[src/rtl/multicycle_control_unit.sv]
// multicycle_control_unit: FETCH/DECODE/EXEC/MEM/WB sequencer with memory handshakes and retire counter.
module multicycle_control_unit #(
   parameter int OP_W  = 6,
   parameter int CNT_W = 16
) (
   input  logic             clk,
   input  logic             rst_n,
   input  logic [OP_W-1:0]  ir_opcode,
   input  logic             imem_ready,
   input  logic             dmem_ready,
   input  logic             branch_cond,
   output logic             imem_req,
   output logic             dmem_req,
   output logic             ir_write,
   output logic             pc_write,
   output logic [1:0]       pc_src,
   output logic             RegDst,
   output logic             RegWrite,
   output logic             ExtOp,
   output logic             ALUSrc,
   output logic             MemRd,
   output logic             MemWrite,
   output logic             WBdata,
   output logic             illegal_op,
   output logic [2:0]       state,
   output logic [CNT_W-1:0] instr_count
);
   typedef enum logic [2:0] {FETCH = 3'd0, DECODE = 3'd1, EXEC = 3'd2, MEM = 3'd3, WB = 3'd4} state_t;
   typedef enum logic [2:0] {CL_R, CL_ANDI, CL_ADDI, CL_LW, CL_SW, CL_BR, CL_J, CL_ILL} opClass_t;
   state_t curState, nextState;
   opClass_t opQ, decClass;
   logic retire;
   assign state = curState;
   // Full-width compares, so any bit above the 6-bit ISA range lands in CL_ILL.
   always_comb
      decClass = (ir_opcode <= OP_W'(2))  ? CL_R    :
                 (ir_opcode == OP_W'(3))  ? CL_ANDI :
                 (ir_opcode == OP_W'(4))  ? CL_ADDI :
                 (ir_opcode <= OP_W'(6))  ? CL_LW   :
                 (ir_opcode == OP_W'(7))  ? CL_SW   :
                 (ir_opcode <= OP_W'(11)) ? CL_BR   :
                 (ir_opcode <= OP_W'(13)) ? CL_J    : CL_ILL;
   always_ff @(posedge clk or negedge rst_n)
      if (!rst_n) begin
         curState    <= FETCH;
         opQ         <= CL_R;
         instr_count <= '0;
      end else begin
         curState <= nextState;
         if (curState == DECODE) opQ <= decClass;
         if (retire) instr_count <= instr_count + CNT_W'(1);
      end
   // Outputs are zero while rst_n is low, even in FETCH.
   always_comb begin
      nextState  = FETCH;
      retire     = 1'b0;
      imem_req   = 1'b0;
      dmem_req   = 1'b0;
      ir_write   = 1'b0;
      pc_write   = 1'b0;
      pc_src     = 2'd0;
      RegDst     = 1'b0;
      RegWrite   = 1'b0;
      ExtOp      = 1'b0;
      ALUSrc     = 1'b0;
      MemRd      = 1'b0;
      MemWrite   = 1'b0;
      WBdata     = 1'b0;
      illegal_op = 1'b0;
      if (rst_n)
         case (curState)
            FETCH: begin
               imem_req  = 1'b1;
               ir_write  = imem_ready;
               pc_write  = imem_ready;
               nextState = imem_ready ? DECODE : FETCH;
            end
            DECODE: begin
               illegal_op = decClass == CL_ILL;
               pc_write   = decClass == CL_J;
               pc_src     = (decClass == CL_J) ? 2'd2 : 2'd0;
               retire     = decClass == CL_J;
               nextState  = (decClass == CL_ILL || decClass == CL_J) ? FETCH : EXEC;
            end
            EXEC: begin
               ExtOp     = opQ inside {CL_ADDI, CL_LW, CL_SW, CL_BR};
               ALUSrc    = opQ inside {CL_ANDI, CL_ADDI, CL_LW, CL_SW};
               pc_write  = (opQ == CL_BR) && branch_cond;
               pc_src    = (opQ == CL_BR) ? 2'd1 : 2'd0;
               retire    = opQ == CL_BR;
               nextState = (opQ == CL_BR) ? FETCH : (opQ inside {CL_LW, CL_SW}) ? MEM : WB;
            end
            MEM: begin
               dmem_req  = 1'b1;
               ExtOp     = 1'b1;
               ALUSrc    = 1'b1;
               MemRd     = opQ == CL_LW;
               MemWrite  = opQ == CL_SW;
               retire    = dmem_ready && opQ == CL_SW;
               nextState = !dmem_ready ? MEM : (opQ == CL_LW) ? WB : FETCH;
            end
            WB: begin
               RegWrite = 1'b1;
               RegDst   = opQ == CL_R;
               WBdata   = opQ == CL_LW;
               retire   = 1'b1;
            end
            default: nextState = FETCH;
         endcase
   end
endmodule

[config.mk]
export PLATFORM = sky130hd
export DESIGN_NAME = multicycle_control_unit
export DESIGN_NICKNAME = d
export VERILOG_FILES = /design/src/rtl/multicycle_control_unit.sv
export SDC_FILE = /design/constraint.sdc
export NUM_CORES = 1
export LEC_CHECK = 0
export BUFFER_PORTS_ARGS = -buffer_cell sky130_fd_sc_hd__buf_2
export CAP_MARGIN = 20
export CORE_ASPECT_RATIO = 0.7
export CORE_UTILIZATION = 34
export CTS_BUF_LIST = sky130_fd_sc_hd__clkbuf_8 sky130_fd_sc_hd__clkbuf_16
export CTS_CLUSTER_DIAMETER = 200
export CTS_CLUSTER_SIZE = 20
export DETAILED_ROUTE_END_ITERATION = 8
export SLEW_MARGIN = 20
export SYNTH_ARGS = -nofsm -noshare
export SYNTH_HDL_FRONTEND = slang
export SYNTH_SLANG_ARGS = --single-unit
[constraint.sdc]
create_clock -name clk -period 3.5 [get_ports clk]
set_input_delay 0.7 -clock clk [delete_from_list [all_inputs] [get_ports clk]]
set_output_delay 0.7 -clock clk [all_outputs]
set_load 0.02 [all_outputs]
==> results of run 1 <==
==> registers in the layout, summed over array words and instances (netlist names) <==
name         cells
instr_count     16
state            3
opQ              3
==> through the flow <==
stage | hold slack, ns | cells | instance area, um^2 | setup WS, ns | utilization, %
after floorplan | 0.404 | 144 | 1350 | 1.10 | -
after global placement | 0.459 | 233 | 1600 | 1.03 | 43.7
after detailed placement | 0.471 | 233 | 1600 | 0.948 | 43.7
after CTS | 0.302 | 236 | 1640 | 0.867 | 44.9
after global routing | 0.310 | 236 | 1640 | 0.700 | 44.9
final | 0.298 | 236 | 1640 | 0.887 | 44.9
==> final timing paths <==
path / from / end / slack [ns]
min in group clk: instr_count[15] / instr_count[15] / 0.47
worst min register to register: instr_count[15] / instr_count[15] / 0.47
max in group asynchronous: rst_n / instr_count[2] / 2.71
worst max-delay path: state[0] / pc_src[1] / 0.89
worst min-delay path: rst_n / instr_count[5] / 0.30
worst max register to register: state[0] / instr_count[10] / 1.05
==> metal layers <==
layer  share of wire [%]  wire [um]  GRT usage [%]  vias up
li1                    -          -              -      591
met1                  48       1480           19.6      583
met2                  47       1460           25.7       24
met3                 4.0        124           3.17        2
met4                0.61         19           3.14        0
met5                   0          0              0        -
==> worst register-to-register path: stages, from the launching register on <==
cell and delay [ns]:
dfrtp_1 0.58, nor3b_4 0.46, nand4bb_4 0.17, a311oi_4 0.68, and4_1 0.32, xor2_1 0.15
==> kinds of logic (layout without fill, tap and decap cells) <==
logic type      after synthesis  in the layout  share of synthesized area [%]
compound gates               19             19                           9.73
fa+ha+maj                     1              1                          0.927
mux                           2              2                           1.67
buf+inv                       9             51                           4.08
flops                        22             22                           40.8
xor+xnor                     17             17                           11.0
simple gates                 74             74                           31.8
==> power groups by stage <==
stage | sequential [W] | clock (W) | combinational [W]
4_1_cts | 0.000278 | 0.000156 | 0.0000748
6_report | 0.000278 | 0.000154 | 0.0000735
5_1_grt | 0.000279 | 0.000167 | 0.0000823
3_3_place_gp | 0.000282 | 0 | 0.0000720
2_1_floorplan | 0.000279 | 0 | 0.0000475
3_5_place_dp | 0.000283 | 0 | 0.0000744
==> placed cells by master (no fill, tap or decap), types with 2 or more instances in the layout <==
| master | synthesis | final |
|---|---|---|
| nand2_1 | 12 | 12 |
| inv_1 | 4 | 4 |
| a21oi_1 | 7 | 7 |
| a31oi_1 | 2 | 2 |
| buf_2 | 2 | 43 |
| nand4_1 | 6 | 6 |
| nor2_1 | 19 | 19 |
| and4_1 | 2 | 2 |
| o21ai_0 | 5 | 5 |
| xor2_1 | 5 | 5 |
| mux2_2 | 2 | 2 |
| xnor2_1 | 12 | 12 |
| nand3_1 | 8 | 8 |
| and3_1 | 4 | 4 |
| nor3_1 | 2 | 2 |
| clkbuf_8 | 0 | 3 |
| dfrtp_1 | 22 | 22 |
| and2_1 | 4 | 4 |
| nor2b_1 | 3 | 3 |
| nor3b_1 | 2 | 2 |
| nand2b_1 | 2 | 2 |
==> area by class of cell <==
| class | count | area [um^2] |
|---|---|---|
| multi-input combinational | 113 | 744 |
| timing repair buffer | 44 | 223 |
| fill | 381 | 2010 |
| tap | 50 | 62.6 |
| inverter | 4 | 15.0 |
| clock buffer | 3 | 41.3 |
| sequential | 22 | 551 |
==> key figures, run 1 <==
GRT
  • Largest net degree at the start of global routing: 17
  • Total track usage: 14.9%
  • Number of global-route vias before repair: 1093
  • First-pass GRT wire length: 4920 um
  • GRT Residual Overflow: 0
  • Initial antenna violation count: 0

Synthesis
  • Post-synth top flop: dfrtp_1
  • EDFF count, synth: 0
  • Commonest cells post-synth: dfrtp_1 (22), nor2_1 (19), nand2_1 (12), xnor2_1 (12), nand3_1 (8)
  • Most common cell in the synthesized netlist: dfrtp_1
  • Ranking of synthesized cells by area: dfrtp_1 (41%), xnor2_1 (7.8%), nor2_1 (5.3%)
  • Post-Synthesis Cells: 144
  • Seq cells post-synth: 22
  • YS warnings: 0
  • Synth Net Count: 156
  • Cell taking the most area after synthesis: dfrtp_1
  • Share of flip-flops with an asynchronous set or reset: 100%
  • Syn Std Cell Area: 1350 um^2
  • Top-area cell type share of the netlist area: 40.8%
  • Syn Area/Cell: 9.38 um^2
  • Post-synth cell types: 38
  • Post-synthesis sequential area ratio: 40.8%

CTS
  • H-tree depth: 1
  • Clock Pin Slew Worst Setup and Hold Paths: 0.08 ns
  • CTS Buf Count: 3
  • Worst-Skew Late Latency: 0.26 ns
  • Post-CTS Setup Inserts: 0
  • CTS tree: yes
  • Max Buffers Root-to-Sink: 2
  • # hold bufs at CTS: 0
  • Post-cts gate resize count: 0
  • Sinks on the clock net: 22
  • Clock Root Buffer: clkbuf_8

Critical path
  • Setup CP Type: flip-flop to output port
  • Worst path top cell family by delay: simple AND/OR/NAND/NOR gates
  • Slowest CP cell: dfrtp_1
  • Slowest stage delay, CP: 0.58 ns
  • CP required: 2.80 ns
  • CP cell instances: nor3b_4, nand3_1, a211oi_1, buf_2
  • Crit end category: output port
  • CP max FO: 13
  • Crit. path cell count: 4
  • Reg2reg path depth: 5
  • Crit path DAT: 1.91 ns
  • Crit start category: flip-flop
  • CP bufs+invs: 1

STA
  • Max Slew Vio Count: 0
  • Worst-margin pin slew: 0.726 ns
  • Final hold vios: 0
  • RSZ-0062 raised after global routing: false
  • Clock skew: 0.00392 ns
  • Sum Neg Setup Slack: 0 ns
  • Fmax: 383 MHz
  • Final worst path period need: 2.61 ns
  • Final setup viols: 0
  • Period utilization: 74.6%
  • Max-Slew Margin vs Limit: 51.6%

Floorplan
  • Top Ports: 44
  • Initial core utilization: 37.0%
  • Row count: 18
  • Die Y: 54.7 um
  • Chip Width: 77.3 um
  • Core Area: 3650 um^2
  • Die Area: 4230 um^2

Power
  • Internal power: 0.000368 W
  • Clock power share: 30.5%
  • Comb power frac: 14.5%
  • Design Power: 0.000505 W
  • PD cells: 309 nW/um^2
  • Sw frac: 27.2%
  • LEAKAGE: 0.804 nW
  • Max VDD drop: 0.000190 V
  • Register share of total power: 55.0%
  • Switching power: 0.000138 W

Detailed routing
  • Detail-routed net length per standard cell: 13.1 um
  • Final WL: 3090 um
  • DR vias: 1200
  • Routed Antenna Nets: 0
  • Initial DRT Pass Iterations: 4
  • Initial DRC count: 72
  • Remaining DRCs: 0
  • Via-to-Cell Ratio: 5.08

Placement
  • PortBufs: 43
  • Hpwl dp: 2420 um
  • GP Congestion: 0.838

Job
  • Max Cap Viol: 0

Cells and area
  • Area grow syn2layout: 21.2%
  • Diode count: 0
  • Fin nets: 200
  • Share of cells above drive strength 1: 29.0%

Run status
  • Status: finished, final reports clean

Worst hold path
  • Worst Hold Class: input port to asynchronous set/reset pin
Note: power is estimated with default switching activity, not from simulation.
==> run 2, diff against run 1 <==
Clock period 3.5 ns to 2.2 ns, I/O delays scaled along.
==> key figures, run 2 (same netlist as run 1, synthesis figures left out) <==
STA
  • Period utilization: 96.9%
  • Setup WS post-layout: 0.0691 ns
  • Sum Neg Setup Slack: 0 ns
  • Max Slew Vio Count: 0
  • Final setup viols: 0
  • Final worst path period need: 2.13 ns
  • Final hold vios: 0
  • Clock skew: 0.00111 ns
  • Fmax: 469 MHz
  • Max-Slew Margin vs Limit: 57.2%
  • Worst-margin pin slew: 0.637 ns
  • Hold Slack: 0.109 ns

Cells and area
  • Biggest register: instr_count
  • Max reg flops: 16
  • Most common cell after layout, fill and taps aside: buf_2
  • Area grow syn2layout: 29.1%
  • Share of cells above drive strength 1: 35.7%
  • Most frequent cells in the layout: buf_2 (42), dfrtp_1 (20), nor2_1 (19)
  • Diode count: 0
  • Fin nets: 209

Critical path
  • CP required: 1.76 ns
  • Setup CP Type: flip-flop to output port
  • CP max FO: 8
  • Crit start category: flip-flop
  • Crit path DAT: 1.69 ns
  • Crit end category: output port

Floorplan
  • Chip Width: 77.3 um
  • Top Ports: 44
  • Initial core utilization: 37.0%
  • Row count: 18
  • Die Y: 54.7 um
  • Core Area: 3650 um^2
  • Die Area: 4230 um^2

Power
  • Max VDD drop: 0.000277 V
  • Internal power: 0.000638 W
  • Register share of total power: 49.8%
  • Clock power share: 33.2%
  • Comb power frac: 17.0%
  • Sw frac: 26.4%
  • LEAKAGE: 0.865 nW
  • Switching power: 0.000228 W
  • PD cells: 497 nW/um^2
  • Design Power: 0.000866 W

GRT
  • Total track usage: 15.4%
  • Largest net degree at the start of global routing: 17
  • Number of global-route vias before repair: 1062
  • Initial antenna violation count: 0
  • First-pass GRT wire length: 5020 um
  • GRT Residual Overflow: 0

Detailed routing
  • DR vias: 1224
  • Initial DRT Pass Iterations: 4
  • Initial DRC count: 125
  • Final WL: 3150 um
  • Detail-routed net length per standard cell: 12.8 um
  • Via-to-Cell Ratio: 4.98
  • Routed Antenna Nets: 0
  • Remaining DRCs: 0

CTS
  • Sinks on the clock net: 22
  • CTS Buf Count: 3
  • H-tree depth: 1
  • CTS tree: yes
  • Worst-Skew Late Latency: 0.26 ns
  • Clock Root Buffer: clkbuf_8
  • Max Buffers Root-to-Sink: 2
  • Clock Pin Slew Worst Setup and Hold Paths: 0.08 ns
  • # hold bufs at CTS: 0

Job
  • Max Cap Viol: 0

Placement
  • PortBufs: 43
  • Hpwl dp: 2450 um
  • GP Congestion: 0.882
  • Dpl ws: 0.173 ns

Run status
  • Status: finished, final reports clean

Worst hold path
  • Worst Hold Class: input port to asynchronous set/reset pin
run 2: repair_timing:
action / CTS / global route
setup endpoints to repair: 2 / 2
gates resized for setup: 4 / 5
pin swaps: 1 / 0
setup buffers: 2 / 0
run 2: final cells by class:
cell class              instances  area, um^2
fillers                       360        1910
repair buffers                 53         297
multi-input cells             113         761
flip-flops and latches         22         553
clock buffers                   4        55.1
inverters                       4        15.0
well taps                      50        62.6
run 2: path summary, 6_finish.rpt:
path | start | slack [ns] | end | cells past startpoint
hold reg to reg | instr_count[15] | 0.48 | instr_count[15] | 1
min in group clk | imem_ready | 0.45 | state[0] | 3
setup / recovery | state[2] | 0.07 | pc_write | 6
hold / removal | rst_n | 0.11 | state[0] | 2
max in group asynchronous | rst_n | 1.88 | instr_count[2] | 2
setup reg to reg | opQ[0] | 0.13 | instr_count[1] | 5
run 2: per-stage QoR:
stage,area (um^2),utilization [%],instances
after floorplan,1350,-,144
after global placement,1650,45.2,240
after detailed placement,1650,45.2,240
after CTS,1730,47.3,246
after global routing,1740,47.8,246
final,1740,47.8,246
run 2: layer usage:
layer	track usage, %	up-vias	wire length, um
li1	-	611	-
met1	21.7	583	1600
met2	24.9	30	1450
met3	3.17	0	101
met4	2.83	0	0
met5	0	-	0
run 2: power groups by stage:
stage	Clock, W	Combinational (W)	Sequential, W
global placement	0	0.000137	0.000438
floorplan	0	0.0000756	0.000444
CTS	0.000300	0.000144	0.000431
global route	0.000312	0.000165	0.000433
detailed placement	0	0.000140	0.000439
finish	0.000288	0.000147	0.000431
run 2: critical path: stages, from the launching register on:
cell and delay, ns:
dfrtp_2 0.46, and2b_2 0.25, and4b_1 0.18, a22oi_1 0.14, o21ai_0 0.09, nor2b_2 0.15, buf_4 0.15
==> run 3, diff against run 2 <==
Settings changed: ABC_CLOCK_PERIOD_IN_PS from default to 2200, CORE_UTILIZATION 34 to 45, PLACE_DENSITY from default to 0.75.
==> key figures, run 3 (same netlist as run 1, synthesis figures left out) <==
Run status
  • Status: finished, final reports clean

STA
  • Final hold vios: 0
  • Max-Slew Margin vs Limit: 59.9%
  • Max Slew Vio Count: 0
  • Worst-margin pin slew: 0.597 ns
  • Sum Neg Setup Slack: 0 ns
  • Hold Slack: 0.177 ns
  • Fmax: 472 MHz
  • Clock skew: 0.00141 ns
  • Final setup viols: 0
  • Final worst path period need: 2.12 ns
  • Period utilization: 96.3%

CTS
  • Worst-Skew Late Latency: 0.26 ns
  • CTS tree: yes
  • Max Buffers Root-to-Sink: 2
  • # hold bufs at CTS: 0
  • CTS Buf Count: 3
  • H-tree depth: 1
  • Sinks on the clock net: 22
  • Clock Pin Slew Worst Setup and Hold Paths: 0.07 ns
  • Clock Root Buffer: clkbuf_8

Floorplan
  • Core Area: 2820 um^2
  • Chip Width: 67.5 um
  • Die Y: 47.8 um
  • Top Ports: 44
  • Die Area: 3230 um^2
  • Initial core utilization: 47.8%
  • Row count: 16

Critical path
  • Reg2reg path depth: 7
  • Crit start category: flip-flop
  • CP max FO: 7
  • CP startpoint: opQ[2]
  • Setup slack, reg-to-reg: 0.13 ns
  • CP Capture Point: pc_write
  • Crit end category: output port
  • CP required: 1.76 ns
  • RR Startpoint: state[0]
  • Reg-to-Reg End: instr_count[8]
  • Setup CP Type: flip-flop to output port
  • Crit path DAT: 1.68 ns

Power
  • LEAKAGE: 0.879 nW
  • PD cells: 480 nW/um^2
  • Design Power: 0.000837 W
  • Max VDD drop: 0.000320 V

Job
  • Max Cap Viol: 0

GRT
  • Total track usage: 22.9%
  • Largest net degree at the start of global routing: 17
  • First-pass GRT wire length: 5350 um
  • Number of global-route vias before repair: 1122
  • GRT Residual Overflow: 0
  • Initial antenna violation count: 0

Cells and area
  • Share of cells above drive strength 1: 37.0%
  • Max reg flops: 16
  • Fin nets: 214
  • Most frequent cells in the layout: buf_2 (43), nor2_1 (19), dfrtp_1 (19)
  • Final design utilization: 61.7%
  • Most common cell after layout, fill and taps aside: buf_2
  • Fill cell count: 249
  • Diode count: 0
  • Register Area: 554 um^2
  • Area of the multi-input gates: 758 um^2
  • Biggest register: instr_count
  • Area grow syn2layout: 29.0%
  • Post-route cell area: 1740 um^2

Detailed routing
  • Routed Antenna Nets: 0
  • Final WL: 3590 um
  • Via-to-Cell Ratio: 5.54
  • Detail-routed net length per standard cell: 15.2 um
  • DR vias: 1308
  • Initial DRT Pass Iterations: 4
  • Initial DRC count: 96
  • Remaining DRCs: 0

Worst hold path
  • Worst Hold Class: input port to asynchronous set/reset pin

Placement
  • PortBufs: 43
  • Post-DP Area: 1640 um^2
  • Hpwl dp: 2750 um
  • GP Congestion: 0.882
==> run 3: repair_timing <==
action / in CTS / in global routing
buffers inserted: 2 / 4
endpoints found under the setup margin: 2 / 2
gates resized for setup: 4 / 3
pin swaps: 0 / 1
==> run 3: area by class of cell <==
type	count	area share, %
inverter	4	0.862
clock buffer	3	2.37
sequential	22	31.8
tap	36	2.59
timing repair buffer	58	18.8
multi-input combinational	113	43.5
==> run 3: routing by layer <==
metal	vias to the layer above	track usage [%]	part of all wire, %
li1	616	-	-
met1	644	31.9	45
met2	46	38.6	49
met3	2	4.29	4.7
met4	0	2.98	0.39
met5	-	0	0
==> run 3: worst min path at each step <==
stage	start	endpoint	slack, ns	cells past startpoint
3_3_place_gp	rst_n	instr_count[3]	0.45	2
2_1_floorplan	rst_n	instr_count[0]	0.14	0
3_5_place_dp	rst_n	state[2]	0.45	2
5_1_grt	rst_n	instr_count[3]	0.18	2
4_1_cts	rst_n	state[2]	0.18	2
6_report	rst_n	state[2]	0.18	2
==> run 3: per-stage QoR <==
stage                     instances  setup WS [ns]
after CTS                       232        0.00943
after global placement          227          0.261
after floorplan                 144         0.0753
after detailed placement        227          0.174
final                           236         0.0806
after global routing            236       -0.00160
==> run 3: where the power goes <==
part           total, W  switching (W)  internal, W
Sequential     0.000434      0.0000175     0.000417
Clock          0.000243       0.000121     0.000122
Combinational  0.000159      0.0000916    0.0000674
==> run 3: critical path, cell delays in order, from the launching register on <==
cell and delay (ns):
dfrtp_1 0.39, buf_4 0.16, nor2b_4 0.18, and4b_1 0.21, a22oi_1 0.06, o21ai_0 0.13
nor2b_1 0.13, buf_2 0.16
